==> src/rtl/pwm_bank.sv <==
// pwm_bank: multi-channel PWM from one shared period counter, double-buffered duty/period updates.
// Optional macro PWM_FADE_EN: duty ramps toward the staged value by FADE_STEP per period.
module pwm_bank #(
   parameter int CHANNELS       = 16,
   parameter int CNT_W          = 27,
   parameter int PERIOD_DEFAULT = 100_000_000,
   parameter int DUTY_DEFAULT   = 50_000_000,
   parameter int FADE_STEP      = 1,
   localparam int CH_W          = (CHANNELS > 1) ? $clog2(CHANNELS) : 1
) (
   input  logic                clk,
   input  logic                rst_n,
   input  logic [CHANNELS-1:0] en,
   input  logic                wr_valid,
   output logic                wr_ready,
   input  logic [CH_W-1:0]     wr_chan,
   input  logic [CNT_W-1:0]    wr_duty,
   input  logic                period_we,
   input  logic [CNT_W-1:0]    period_in,
   output logic [CHANNELS-1:0] pwm_out,
   output logic                period_start
);

   typedef enum logic [0:0] {ST_HOLD = 1'b0, ST_RUN = 1'b1} state_t;

   localparam logic [CNT_W-1:0] ZERO_C     = {CNT_W{1'b0}};
   localparam logic [CNT_W-1:0] ONE_C      = {{(CNT_W-1){1'b0}}, 1'b1};
   localparam logic [CNT_W-1:0] PERIOD_RST = CNT_W'(PERIOD_DEFAULT);
   localparam logic [CNT_W-1:0] DUTY_RST   = CNT_W'(DUTY_DEFAULT);
   localparam state_t           STATE_RST  = (PERIOD_DEFAULT == 0) ? ST_HOLD : ST_RUN;

`ifdef PWM_FADE_EN
   localparam logic [CNT_W-1:0] STEP_C = CNT_W'(FADE_STEP);

   function automatic logic [CNT_W-1:0] fade_next(input logic [CNT_W-1:0] cur,
                                                  input logic [CNT_W-1:0] tgt);
      logic [CNT_W-1:0] res;
      if (cur < tgt) begin
         res = ((tgt - cur) > STEP_C) ? (cur + STEP_C) : tgt;
      end else begin
         res = ((cur - tgt) > STEP_C) ? (cur - STEP_C) : tgt;
      end
      return res;
   endfunction
`endif

   state_t                state_r, next_state_s;
   logic [CNT_W-1:0]      cnt_r, cnt_nxt_s;
   logic [CNT_W-1:0]      period_act_r, period_act_nxt_s;
   logic [CNT_W-1:0]      period_shd_r, period_shd_nxt_s;
   logic [CNT_W-1:0]      duty_act_r [CHANNELS];
   logic [CNT_W-1:0]      duty_act_nxt_s [CHANNELS];
   logic [CNT_W-1:0]      duty_shd_r [CHANNELS];
   logic [CNT_W-1:0]      duty_shd_nxt_s [CHANNELS];
   logic [CHANNELS-1:0]   pend_r, pend_nxt_s;
   logic [CHANNELS-1:0]   pwm_out_r, pwm_nxt_s;
   logic                  period_start_r, period_start_nxt_s;
   logic                  run_s, wrap_s, apply_s, wr_fire_s;

   assign run_s     = (state_r == ST_RUN);
   assign wrap_s    = run_s && (cnt_r == (period_act_r - ONE_C));
   // HOLD has no wrap to wait for, so staged values are taken every cycle there.
   assign apply_s   = !run_s || wrap_s;
   assign wr_fire_s = wr_valid && !wrap_s;

   assign wr_ready     = !wrap_s;
   assign pwm_out      = pwm_out_r;
   assign period_start = period_start_r;

   // FSM next state: leave or enter HOLD only when a staged period is applied
   always_comb begin
      next_state_s = state_r;
      case (state_r)
         ST_HOLD: begin
            if (period_shd_r != ZERO_C) next_state_s = ST_RUN;
            else                        next_state_s = ST_HOLD;
         end
         ST_RUN: begin
            if (wrap_s && (period_shd_r == ZERO_C)) next_state_s = ST_HOLD;
            else                                    next_state_s = ST_RUN;
         end
         default: next_state_s = ST_HOLD;
      endcase
   end

   // Counter, period buffers and output decode
   always_comb begin
      cnt_nxt_s          = ZERO_C;
      period_act_nxt_s   = period_act_r;
      period_shd_nxt_s   = period_shd_r;
      period_start_nxt_s = run_s && (cnt_r == ZERO_C);
      if (run_s && !wrap_s) cnt_nxt_s = cnt_r + ONE_C;
      else                  cnt_nxt_s = ZERO_C;
      if (apply_s) period_act_nxt_s = period_shd_r;
      else         period_act_nxt_s = period_act_r;
      if (period_we) period_shd_nxt_s = period_in;
      else           period_shd_nxt_s = period_shd_r;
      for (int i = 0; i < CHANNELS; i++) begin
         pwm_nxt_s[i] = en[i] & run_s & (cnt_r < duty_act_r[i]);
      end
   end

   // Per-channel duty buffers; out-of-range wr_chan matches no channel and is dropped
   always_comb begin
      for (int i = 0; i < CHANNELS; i++) begin
         duty_act_nxt_s[i] = duty_act_r[i];
         duty_shd_nxt_s[i] = duty_shd_r[i];
         pend_nxt_s[i]     = pend_r[i];
         if (apply_s && pend_r[i]) begin
`ifdef PWM_FADE_EN
            duty_act_nxt_s[i] = fade_next(duty_act_r[i], duty_shd_r[i]);
            pend_nxt_s[i]     = (duty_act_nxt_s[i] != duty_shd_r[i]);
`else
            duty_act_nxt_s[i] = duty_shd_r[i];
            pend_nxt_s[i]     = 1'b0;
`endif
         end else begin
            duty_act_nxt_s[i] = duty_act_r[i];
         end
         if (wr_fire_s && (wr_chan == CH_W'(i))) begin
            duty_shd_nxt_s[i] = wr_duty;
            pend_nxt_s[i]     = 1'b1;
         end else begin
            duty_shd_nxt_s[i] = duty_shd_nxt_s[i];
         end
      end
   end

   // State registers with asynchronous reset
   always_ff @(posedge clk or negedge rst_n) begin
      if (!rst_n) begin
         state_r        <= STATE_RST;
         cnt_r          <= ZERO_C;
         period_act_r   <= PERIOD_RST;
         period_shd_r   <= PERIOD_RST;
         pend_r         <= {CHANNELS{1'b0}};
         pwm_out_r      <= {CHANNELS{1'b0}};
         period_start_r <= 1'b0;
         for (int i = 0; i < CHANNELS; i++) begin
            duty_act_r[i] <= DUTY_RST;
            duty_shd_r[i] <= DUTY_RST;
         end
      end else begin
         state_r        <= next_state_s;
         cnt_r          <= cnt_nxt_s;
         period_act_r   <= period_act_nxt_s;
         period_shd_r   <= period_shd_nxt_s;
         pend_r         <= pend_nxt_s;
         pwm_out_r      <= pwm_nxt_s;
         period_start_r <= period_start_nxt_s;
         for (int i = 0; i < CHANNELS; i++) begin
            duty_act_r[i] <= duty_act_nxt_s[i];
            duty_shd_r[i] <= duty_shd_nxt_s[i];
         end
      end
   end

endmodule

==> config.mk <==
export PLATFORM = sky130hd
export DESIGN_NAME = pwm_bank
export DESIGN_NICKNAME = d
export VERILOG_FILES = /design/src/rtl/pwm_bank.sv
export SDC_FILE = /design/constraint.sdc
export NUM_CORES = 2
export LEC_CHECK = 0
export CORE_UTILIZATION = 55
export CTS_BUF_LIST = sky130_fd_sc_hd__clkbuf_8 sky130_fd_sc_hd__clkbuf_16
export CTS_CLUSTER_SIZE = 8
export DETAILED_ROUTE_END_ITERATION = 8
export PLACE_DENSITY = 0.75
export SLEW_MARGIN = 25
export SYNTH_ARGS = -nofsm -noshare
export SYNTH_HDL_FRONTEND = slang
export SYNTH_SLANG_ARGS = --single-unit
==> constraint.sdc <==
create_clock -name clk -period 7.9 [get_ports clk]
set_clock_uncertainty 0.15 [all_clocks]
set_input_delay 1.185 -clock clk [delete_from_list [all_inputs] [get_ports clk]]
set_output_delay 1.185 -clock clk [all_outputs]
set_load 0.01 [all_outputs]
Word level (Yosys, flattened, before mapping)
Index checks and enable logic that the tools add are counted.

$add $sub $neg: 2. $lt $le $gt $ge: 16. Equal/unequal tests: 16. Multiplexer cells: 36. Reduce and logical (&&, ||, !) cells: 60. Bitwise operators: 33.

Operator list (number): $lt A27 B27 Y1 (16); $logic_not A27 Y1 (2); $logic_and A1 B1 Y1 (37); $mux W1 (34); $and A1 B1 Y1 (32); $eq A4 B4 Y1 const B (8); $reduce_bool A2 Y1 (16); $add A27 B1 Y27 const B (1); $eq A27 B27 Y1 (1); $mux W27 (1); $reduce_bool A27 Y1 (1); $sub A27 B1 Y27 const B (1); $eq A4 B3 Y1 const B (4); $eq A4 B2 Y1 const B (2); $eq A4 B1 Y1 const B (1); $logic_not A4 Y1 (1); $logic_not A1 Y1 (2); $pmux W1 S2 (1); $logic_or A1 B1 Y1 (1); $not A1 Y1 (1).

Output and inout port bits: 18. Register bits after elaboration: 979.

Depth between registers and ports, before layout
Word-level depth: 7. Depth in mapped cells: 14.

Least setup slack after synthesis
OpenSTA, ideal clock, no wires.

Path type: register to output. Start point: register period_act_r[0]. End point: output port wr_ready. Stages on the path, launching flop included: 9. Slack: 3.796 ns. Buffers on the path: 0. Data required time: 6.565 ns. Arrival time: 2.769 ns. Path through: dfrtp_1 > inv_1 > ha_1 > or4b_4 > or4_4 > xor2_1 > or4_1 > a211oi_2 > nand4_2.

Longest elaborated chain between the ends: 4.

RTL lines: start: declaration (line 49) `logic [CNT_W-1:0] period_act_r, period_act_nxt_s;`; start signal: assignment (line 146) `period_act_r <= period_act_nxt_s;`; $sub A27 B1 Y27 (line 61) `assign wrap_s = run_s && (cnt_r == (period_act_r - ONE_C));`; $eq A27 B27 Y1 (line 61); $logic_and A1 B1 Y1 (line 61); $logic_not A1 Y1 (line 66) `assign wr_ready = !wrap_s;`; end: declaration (line 15) `output logic wr_ready,`.

No other way between the ends.

Final worst setup path
Ends and elaborated chain as after synthesis.

==> results.md <==
* Fin crit period at 5.83 ns
* Clock root cell: clkbuf_16
* Most common cell after layout, fill and taps aside: mux2_2
* Max cap viols at 0
* Final wirelength at 117000 um
* Reg-to-Reg Start: period_act_r[0]$_DFFE_PN0N_
* Status: finished, final reports clean
* Crit-path cells: inv_1 > ha_1 > or4b_4 > or4_4 > xor2_1 > or4_1 > a211oi_2 > nand4_2 > clkdlybuf4s50_1
* Lkg Pwr at between 20 and 30 nW
* Prevailing post-synth register cell: dfrtp_1
* Initial antenna violation count at 5
* Worst EP required at 6.57 ns
* Crit path max fanout at 5
* TritonCTS Buffers at 140
* DRC Markers at 0
* Fmax at around 170 MHz
* Worst slew pin tran at 1.01 ns
* CTS Sinks at a little under 1k
* Largest net degree at the start of global routing at between 150 and 200
* Clk buf depth at 3
* IO buf count at 95
* Die X at approximately 300 um
* Die area at between 0.09 and 0.1 mm2
* Rows at between 100 and 150
* Post-layout instance area at 0.0554 mm2
* Commonest cells after routing, fill and taps aside: mux2_2, dfrtp_1, inv_1, ha_1, dfstp_2
* TritonCTS clock tree: yes
* Setup crit start: period_act_r[0]$_DFFE_PN0N_
* Post-route antenna net violation count at 0
* FF-to-FF setup slack at 2.81 ns
* Tcrit/Tclk final at between 70 and 80%
* Crit path arrival time at between 4 and 5 ns
* Worst setup SP type: register
* Number of global-route vias before repair at about 31k
* Post-synth ARST share at 100%
* Hold-fix buffers at CTS at 0
* Layout cells sized above 1 at between 30% and 40%
* Post-DP HPWL at between 60000 and 70000 um
* Post-Syn Nets at roughly 4.2k
* Power consumption at 13.4 mW
* Gr usage total at a little over a quarter
* Setup TNS at 0 ns
* Warning count from the yosys run at 0
* Per-cell routed wire length at between 20 and 25 um
* Setup violations, final at 0
* Gpl congestion at around 0.86
* First-pass GRT wire length at roughly 180000 um
* Syn_area_per_cell at between 10 and 15 um2
* CTS clk-pin slew, worst paths at roughly 0.050 ns
* FF+latch count, synth at 979
* GRT overflow at 0
* Layout Utilization at about 63%
* Post-CTS Setup Inserts at 0
* Sequential share of the synthesized area at approximately half
* Yosys cell types at 70
* Fin. max-slew vios at 0
* Via density at between 5 and 6
* Synth Instances at approximately 3.7k
* Synth Cell Area at around 0.049 mm2
* CP Capture Type: output pin
* Max-slew headroom at around 33%
* Final Hold Fails at 0
* DIE HEIGHT at between 300 and 400 um
* Placed instance area at 0.0513 mm2
* Clock latency at the later pin of the worst-skew pair at between 0.7 and 0.8 ns
* Critical path class: register to output pin
* Post-CTS resize count at 0
* Number of I/O pins at 96
* Core ar. at a little under 0.09 mm2
* H-Tree Depth at 4
* Drt first pass iters at 5
* Worst IR Drop VDD at approximately 0.22 mV
* Iter 0 DRT Violations at just over 2k
* Slowest stage delay, CP at 0.63 ns
* Via count at ~30k
* Initial Utilization at 55.6%
* PnR worst setup slack at 2.07 ns
* Pre-CTS setup slack at 2.82 ns
* Worst min path class: input pin to asynchronous set/reset pin
* Fin nets at approximately 4.4k
* Area grow syn2layout at 12.9%
* Pwr/cell area at approximately 240 mW/mm2
* Critical path's slowest cell: clkdlybuf4s50_1
* Post-synth EDFFs at 0
* Unrepaired setup endpoints after global routing: no
## synthesized netlist by cell type (all sizes together), types with 17 or more instances
| cell | number | area share [%] |
|---|---|---|
| nand2 | 81 | 0.98 |
| dfrtp | 570 | 29 |
| a21o | 127 | 1.9 |
| o21ai | 78 | 0.79 |
| clkbuf | 44 | 0.34 |
| nor3 | 25 | 0.28 |
| nand2b | 17 | 0.22 |
| nor4 | 17 | 0.23 |
| nor2 | 97 | 0.74 |
| xnor2 | 30 | 0.53 |
| ha | 419 | 11 |
| buf | 77 | 1.1 |
| nor2b | 25 | 0.32 |
| nand3 | 22 | 0.24 |
| nand4 | 71 | 0.95 |
| dfstp | 409 | 22 |
| o211ai | 29 | 0.44 |
| mux2 | 915 | 22 |
| a21oi | 103 | 1.0 |
| xor2 | 30 | 0.53 |
| inv | 433 | 3.3 |
| a211oi | 26 | 0.41 |
## kinds of logic (layout without fill, tap and decap cells)
| family | count (synthesis) | after routing | share of synthesized area [%] |
|---|---|---|---|
| and+or+nand+nor | 395 | 395 | 4.64 |
| DFF | 979 | 979 | 50.9 |
| other | 0 | 3 | 0 |
| buffers and inverters | 554 | 848 | 4.79 |
| AOI/OAI and AO/OA | 425 | 425 | 5.70 |
| adders and majority gates | 419 | 419 | 10.7 |
| muxes | 916 | 916 | 22.2 |
| xor gates and xnor gates | 60 | 60 | 1.07 |
## routing by layer
| layer | vias to the layer above | routed length (um) | global-route usage, % |
|---|---|---|---|
| li1 | 13600 | - | - |
| met1 | 15500 | 49600 | 34.9 |
| met2 | 720 | 57400 | 45.0 |
| met3 | 205 | 5790 | 4.03 |
| met5 | - | 0 | 0 |
| met4 | 0 | 3740 | 9.25 |
## stage by stage
step	cells	hold slack, ns
4_1_cts	5206	0.334
5_1_grt	5207	0.348
6_report	5210	0.333
3_3_place_gp	4951	0.320
2_1_floorplan	3748	0.310
3_5_place_dp	4951	0.327
## worst paths after layout
kind | cells after the start | end
worst max-delay path | 9 | wr_ready
worst min-delay path | 1 | duty_shd_r[65]$_DFFE_PN0P_
worst max register to register | 11 | duty_act_r[35]$_DFFE_PN0P_
worst min register to register | 1 | duty_act_r[359]$_DFFE_PN0P_
max in group asynchronous | 3 | duty_shd_r[361]$_DFFE_PN0P_
min in group clk | 1 | duty_act_r[359]$_DFFE_PN0P_
## layout make-up
cell class,instances,area (um2)
clock buffer,141,3530
inverter,433,1630
timing repair buffer,160,1460
sequential,979,25000
clock inverter,114,562
antenna,3,7.51
multi-input combinational,2215,21800
tap,1165,1460
fill,6703,32900
## power breakdown
| part | switching, mW | internal (mW) |
|---|---|---|
| Combinational | 0.967 | 0.899 |
| Sequential | 0.326 | 5.81 |
| Clock | 2.23 | 3.22 |
## registers in the layout (all words and copies together) (netlist names)
signal,cells
duty_act_r,432
duty_shd_r,432
cnt_r,27
period_act_r,27
period_shd_r,27
pend_r,16
pwm_out,16
period_start,1
run_s,1
## worst max-delay path, delay by kind of cell (launching register included)
| family | cells | cell delay, ns |
|---|---|---|
| AND/OR/NAND/NOR | 4 | 1.89 |
| XOR/XNOR | 1 | 0.17 |
| flip-flops | 1 | 0.42 |
| adder cells (fa/ha/maj) | 1 | 0.22 |
| AO/OA/AOI/OAI | 1 | 0.33 |
| buffers and inverters | 2 | 0.73 |
No activity file was read; power rests on OpenSTA's default activity.
